==> src/rtl/axis_gpio_multi.sv <==
// AXI-Stream to multi-channel GPIO: captures fixed-offset big-endian fields into per-channel
// shadows and publishes them to gpio_out. Define AXIS_GPIO_MULTI_ATOMIC_EN for all-at-once update.
module axis_gpio_multi #(
  parameter int AXI_WIDTH  = 8,
  parameter int GPIO_WIDTH = 16,
  parameter int NUM_CH     = 2,
  parameter int BYTE_START = 31,
  parameter int CH_STRIDE  = 2
) (
  input  logic                         clk,
  input  logic                         rst,
  input  logic [AXI_WIDTH-1:0]         s_axis_data,
  input  logic                         s_axis_valid,
  input  logic                         s_axis_last,
  output logic                         s_axis_ready,
  output logic [NUM_CH*GPIO_WIDTH-1:0] gpio_out,
  output logic                         gpio_update,
  output logic                         short_pkt
);

  localparam int W       = GPIO_WIDTH / AXI_WIDTH;
  localparam int END_IDX = BYTE_START + (NUM_CH - 1) * CH_STRIDE + W - 1;
  localparam int CNT_W   = $clog2(END_IDX + 2);

  typedef enum logic [1:0] {StSeek, StCapture, StDone} state_e;

  // With BYTE_START=0 the very first beat of a packet is already inside channel 0's field.
  localparam state_e START_ST = (BYTE_START == 0) ? StCapture : StSeek;

  state_e                        r_state;
  logic [CNT_W-1:0]              r_cnt;
  logic [GPIO_WIDTH-1:0]         r_shadow [NUM_CH];
  logic [NUM_CH*GPIO_WIDTH-1:0]  r_gpio;
  logic                          r_update;
  logic                          r_short;

  logic                          w_beat;
  logic                          w_last_beat;
  logic                          w_short;
  logic [NUM_CH-1:0]             w_win;
  logic [NUM_CH-1:0]             w_fin;
  logic [GPIO_WIDTH-1:0]         w_shadow_nxt [NUM_CH];

  assign s_axis_ready = ~rst;
  assign w_beat       = s_axis_valid & s_axis_ready;
  assign w_last_beat  = w_beat & s_axis_last;
  assign w_short      = w_last_beat & (r_cnt < CNT_W'(END_IDX));

  assign gpio_out    = r_gpio;
  assign gpio_update = r_update;
  assign short_pkt   = r_short;

  always_comb begin
    w_win = '0;
    w_fin = '0;
    for (int c = 0; c < NUM_CH; c++) begin
      // Shift left so the first beat of the field ends up in the MSBs.
      w_shadow_nxt[c] = (r_shadow[c] << AXI_WIDTH) | GPIO_WIDTH'(s_axis_data);
      w_win[c] = (r_state == StCapture) &&
                 (r_cnt >= CNT_W'(BYTE_START + c * CH_STRIDE)) &&
                 (r_cnt <= CNT_W'(BYTE_START + c * CH_STRIDE + W - 1));
      w_fin[c] = (r_cnt == CNT_W'(BYTE_START + c * CH_STRIDE + W - 1));
    end
  end

  always_ff @(posedge clk) begin
    if (rst) begin
      r_state  <= START_ST;
      r_cnt    <= '0;
      r_gpio   <= '0;
      r_update <= 1'b0;
      r_short  <= 1'b0;
      for (int c = 0; c < NUM_CH; c++) r_shadow[c] <= '0;
    end else begin
      r_update <= 1'b0;
      r_short  <= 1'b0;
      if (w_beat) begin
        for (int c = 0; c < NUM_CH; c++) begin
          if (w_win[c]) r_shadow[c] <= w_shadow_nxt[c];
        end
`ifndef AXIS_GPIO_MULTI_ATOMIC_EN
        // A short packet ending on a field's final word wins, so the two pulses never coincide.
        for (int c = 0; c < NUM_CH; c++) begin
          if (w_win[c] && w_fin[c] && !w_short) begin
            r_gpio[c*GPIO_WIDTH +: GPIO_WIDTH] <= w_shadow_nxt[c];
            r_update <= 1'b1;
          end
        end
`endif
        if (s_axis_last) begin
          r_cnt   <= '0;
          r_state <= START_ST;
          for (int c = 0; c < NUM_CH; c++) r_shadow[c] <= '0;
          if (w_short) begin
            r_short <= 1'b1;
          end
`ifdef AXIS_GPIO_MULTI_ATOMIC_EN
          else begin
            for (int c = 0; c < NUM_CH; c++) begin
              r_gpio[c*GPIO_WIDTH +: GPIO_WIDTH] <= w_win[c] ? w_shadow_nxt[c] : r_shadow[c];
            end
            r_update <= 1'b1;
          end
`endif
        end else begin
          if (r_cnt != CNT_W'(END_IDX + 1)) r_cnt <= r_cnt + 1'b1;
          case (r_state)
            StSeek:    if (r_cnt == CNT_W'(BYTE_START - 1)) r_state <= StCapture;
            StCapture: if (r_cnt == CNT_W'(END_IDX)) r_state <= StDone;
            default:   r_state <= r_state;
          endcase
        end
      end
    end
  end

endmodule
==> config.mk <==
export PLATFORM = sky130hd
export DESIGN_NAME = axis_gpio_multi
export DESIGN_NICKNAME = d
export VERILOG_FILES = /design/src/rtl/axis_gpio_multi.sv
export SDC_FILE = /design/constraint.sdc
export NUM_CORES = 1
export LEC_CHECK = 0
export CAP_MARGIN = 40
export CELL_PAD_IN_SITES_DETAIL_PLACEMENT = 1
export CELL_PAD_IN_SITES_GLOBAL_PLACEMENT = 1
export CORE_MARGIN = 1
export CORE_UTILIZATION = 38
export DETAILED_ROUTE_END_ITERATION = 8
export HOLD_SLACK_MARGIN = 0.03
export PLACE_DENSITY_LB_ADDON = 0.3
export SLEW_MARGIN = 20
export SYNTH_ARGS = -nofsm -noshare
export SYNTH_HDL_FRONTEND = slang
export SYNTH_SLANG_ARGS = --single-unit
==> constraint.sdc <==
create_clock -name clk -period 2.1 [get_ports clk]
set_clock_uncertainty 0.1 [all_clocks]
set_input_delay 0.525 -clock clk [delete_from_list [all_inputs] [get_ports clk]]
set_output_delay 0.525 -clock clk [all_outputs]
set_load 0.1 [all_outputs]
# Word-level counts from Yosys, hierarchy flattened
# Memory sizes are Yosys's and may differ from the RTL's.
# Cells that the tools add are included.
word_totals:
  in_bits: 12
  output_inout_bits: 35
  ramBits: 32
  word_cells: 77
  memories: 1
  ff_bits: 42
classes:
  bitwise: 12
  order_cmp: 5
  add_sub_neg: 1
  reduce_logical: 18
  n_eq_ne: 7
  muxes: 27
mem_list:
  columns: ["name", "depth", "word_bits", "rd", "rd_ports_with_merged_regs", "wr", "line", "source"]
  rows:
  - ["r_shadow", 2, 16, 2, 0, 2, "32", "logic [GPIO_WIDTH-1:0] r_shadow [NUM_CH];"]
ops:
  columns: ["op", "n"]
  rows:
  - ["$mux 16", 4]
  - ["$or 16x8->16", 2]
  - ["$mux 1", 17]
  - ["$eq 6x6->1 const B", 2]
  - ["$le 6x6->1 const B", 2]
  - ["$mux 6", 2]
  - ["$logic_and 1x1->1", 8]
  - ["$add 6x1->6 const B", 1]
  - ["$eq 6x5->1 const B", 1]
  - ["$ge 6x5->1 const B", 1]
  - ["$ge 6x6->1 const B", 1]
  - ["$lt 6x6->1 const B", 1]
  - ["$mux 2", 3]
  - ["$ne 3x3->1 const B", 2]
  - ["$ne 6x6->1 const B", 1]
  - ["$reduce_and 2->1", 3]
  - ["$or 1x1->1", 4]
  - ["$pmux 2 s2", 1]
  - ["$reduce_and 4->1", 1]
  - ["$and 1x1->1", 3]
  - ["$not 1->1", 3]
  - ["$reduce_bool 3->1", 1]
  - ["$reduce_or 3->1", 1]
  - ["$eq 2x1->1 const B", 1]
  - ["4 further kinds", 4]

# Longest topological paths before layout
depth:
  depth_word: 9
  ltp_mapped: 7
  ltp_nobuf: 6

# Worst setup path after synthesis
# Ideal clock, no wire load.
synth_path:
  path_kind: "input-to-output"
  from: "input port rst"
  to: "output port s_axis_ready"
  stages: 2
  n_path_buf: 1
  required_ps: 1475
  slack_ps: 141
  arrival_ps: 1334
  cell_sequence: "clkbuf_1 inv_1"
synth_between:
  elab_chain_len: 1
synth_rtl:
  columns: ["element", "line", "source"]
  rows:
  - ["start: declaration", "11", "input logic rst,"]
  - ["$not 1->1", "44", "assign s_axis_ready = ~rst;"]
  - ["end: declaration", "15", "output logic s_axis_ready,"]
# Every way passes these cells.

# Final worst setup path
# Same ends and word-level chain as after synthesis.

==> summary.txt <==
Status
  • Status: finished clean

Yosys
  • Sequential area share after synthesis: 0.498
  • Yosys top cell area share: 0.498
  • Gate Count Post-Synth: approximately 250
  • Net Count, Synth: about 270
  • Largest cells by area after synthesis: dfxtp_1 50%, mux2i_1 14%, nand2_1 9.5%
  • Ys flop type: dfxtp_1
  • Post-synth top cells: 59 x nand2_1, 58 x dfxtp_1, 33 x mux2i_1
  • Ys async rst share: 0
  • Most frequent cell after synthesis: nand2_1
  • Synth cell types: 32
  • Yosys warns: 0
  • Register bit total from synthesis: 58
  • Number of flops mapped to enable cells by yosys: 0
  • Mapped Avg Cell Area: around 9.3 µm²
  • Post-Syn Area: 0.00233 mm²
  • Yosys top cell by area: dfxtp_1

Worst setup path
  • Crit path capture type: output port
  • Worst r2r path cells: 5
  • CP startpoint kind: input port
  • Critical path fanouts, max: 7
  • CP required: approximately 1.5 ns
  • Worst setup path category: input port to output port
  • WP data arrival: 1.41 ns

Detailed routing
  • Vias per inst: roughly 5.1
  • DRC violations left: 0
  • Vias: ~2,000
  • Post-Route WL: around 6.7 mm
  • ANT nets after route: 0
  • First-pass DRT Iterations: 4
  • DR iter-0 viols: roughly 100
  • Routed WL per cell: 17.0 µm

Global routing
  • Grt ovf: 0
  • Vias in the first global route: roughly 2,200
  • Gr usage total: 0.236
  • Wire length of the first global-routing pass: approximately 11 mm
  • Largest net degree at the start of global routing: 19
  • Initial antenna violation count: 0

Power
  • Worst vdd ir: roughly 440 µV
  • Leak: around 1.5 nW
  • Pwr dens: 705 mW/mm²

Finish
  • # fillers: 635
  • NumNets Final: roughly 330
  • Final core utilization: 0.608
  • Layout cell share with drive strength beyond 1: 0.231
  • Antenna cells: 0
  • Synthesis-to-finish area growth: 54.3%
  • Design area: 0.00360 mm²

Floorplan
  • Horiz. Die Dim: between 80 and 90 µm
  • Initial Util: 0.394
  • Die Area: 0.00646 mm²
  • Top-level I/O count: 47
  • Placement Rows: 28
  • Core ar.: between 0.005 and 0.006 mm²
  • Chip height: around 80 µm

CTS
  • Total CTS buffers: 9
  • Root Buffer: clkbuf_8
  • # Post-CTS Setup Buffers: 0
  • Clock Pin Slew Worst Setup and Hold Paths: approximately 0.070 ns
  • Post-CTS sizing: 0
  • CTS sink count: between 50 and 60
  • Worst-Skew Late Latency: roughly 0.34 ns
  • H-tree Lvls: 3
  • CTS Buffer Depth: 2
  • Hold-fix buffers at CTS: 0
  • CTS tree: done

Placement
  • Pre-CTS setup slack: -0.163 ns
  • RD Place Congestion: ~0.82
  • Area post-placement: 0.00335 mm²
  • Port bufs: 46
  • Detailed placer's ending HPWL: around 4.7 mm

Timing
  • Fmax: 0.491 GHz
  • Tmin final: around 2 ns
  • Final Hold Viols: 0
  • Endpoints failing setup: 0
  • Fin Hold WS: 0.368 ns
  • Worst slew pin tran: roughly 0.60 ns
  • Ratio of final minimum period to clock period: 0.971
  • Final max-slew violation count: 0
  • Final TNS setup: 0 ns
  • Unrepaired setup endpoints after global routing: no
  • Setup ws final: between 0.06 and 0.07 ns
  • Worst slew margin: 0.600

Hold path
  • Hold Crit Depth: 2
  • Min-Delay Path Class: flip-flop to flip-flop

Run
  • Maxcap violations: 0
## flip-flops by register name (all words and copies together), names as in the netlist
signal       count
gpio_out        32
r_state          2
r_cnt            6
gpio_update      1
r_shadow        16
short_pkt        1
## final timing paths
| kind | start | end | slack, ns |
|---|---|---|---|
| max reg2reg | r_cnt[3] | r_shadow[0][4] | 0.16 |
| min | r_shadow[0][16] | gpio_out[24] | 0.37 |
| max | rst | s_axis_ready | 0.06 |
| min reg2reg | r_shadow[0][16] | gpio_out[24] | 0.37 |
## layer usage
layer / global-route usage / wire (µm) / vias up
met1: 0.269 / 2940 / 990
met2: 0.400 / 3380 / 50
met4: 0.0982 / 121 / 0
li1: - / - / 982
met5: 0 / 0 / -
met3: 0.0795 / 278 / 10
## placed cells by master, fill, tap and decap left out, drive strengths merged, types with 5 or more instances in the layout
cell	count
ha	5
nand2	59
a21oi	22
nor2	23
clkbuf	12
buf	53
inv	6
clkdlybuf4s50	11
mux2i	33
dfxtp	58
nand4	5
## cell type report
class                      count  area, µm²  share of cell area
timing repair buffer          64        971               0.270
clock buffer                  12        155              0.0431
sequential                    58       1160               0.322
inverter                       6       22.5             0.00625
clock inverter                 4       97.6              0.0271
tap                           75       93.8              0.0261
multi-input combinational    176       1100               0.305
## power by group
part | switching, W | total, W | internal, W
clock | 0.000454 | 0.00131 | 0.000854
sequential | 0.00000344 | 0.00111 | 0.00110
combinational | 0.0000771 | 0.000126 | 0.0000494
total | 0.000534 | 0.00254 | 0.00201
## worst max-delay path: stages
cell,delay (ns)
clkdlybuf4s50_1,0.47
buf_4,0.16
inv_1,0.09
buf_12,0.17
## cell families (layout without fill, tap and decap cells)
logic type	after synthesis	count (layout)	synth area share
XOR/XNOR	3	3	0.0113
AND/OR/NAND/NOR	101	101	0.204
AO/OA/AOI/OAI	34	34	0.0879
adder cells (fa/ha/maj)	5	5	0.0268
buffers and inverters	17	86	0.0311
flip-flops	58	58	0.498
multiplexers	33	33	0.142
## stage by stage
stage	instances	power, W
global route	395	0.00261
detailed placement	379	0.00125
finish	395	0.00254
CTS	395	0.00256
floorplan	251	0.00118
global placement	379	0.00125
Note: power is estimated with default switching activity, not from simulation.
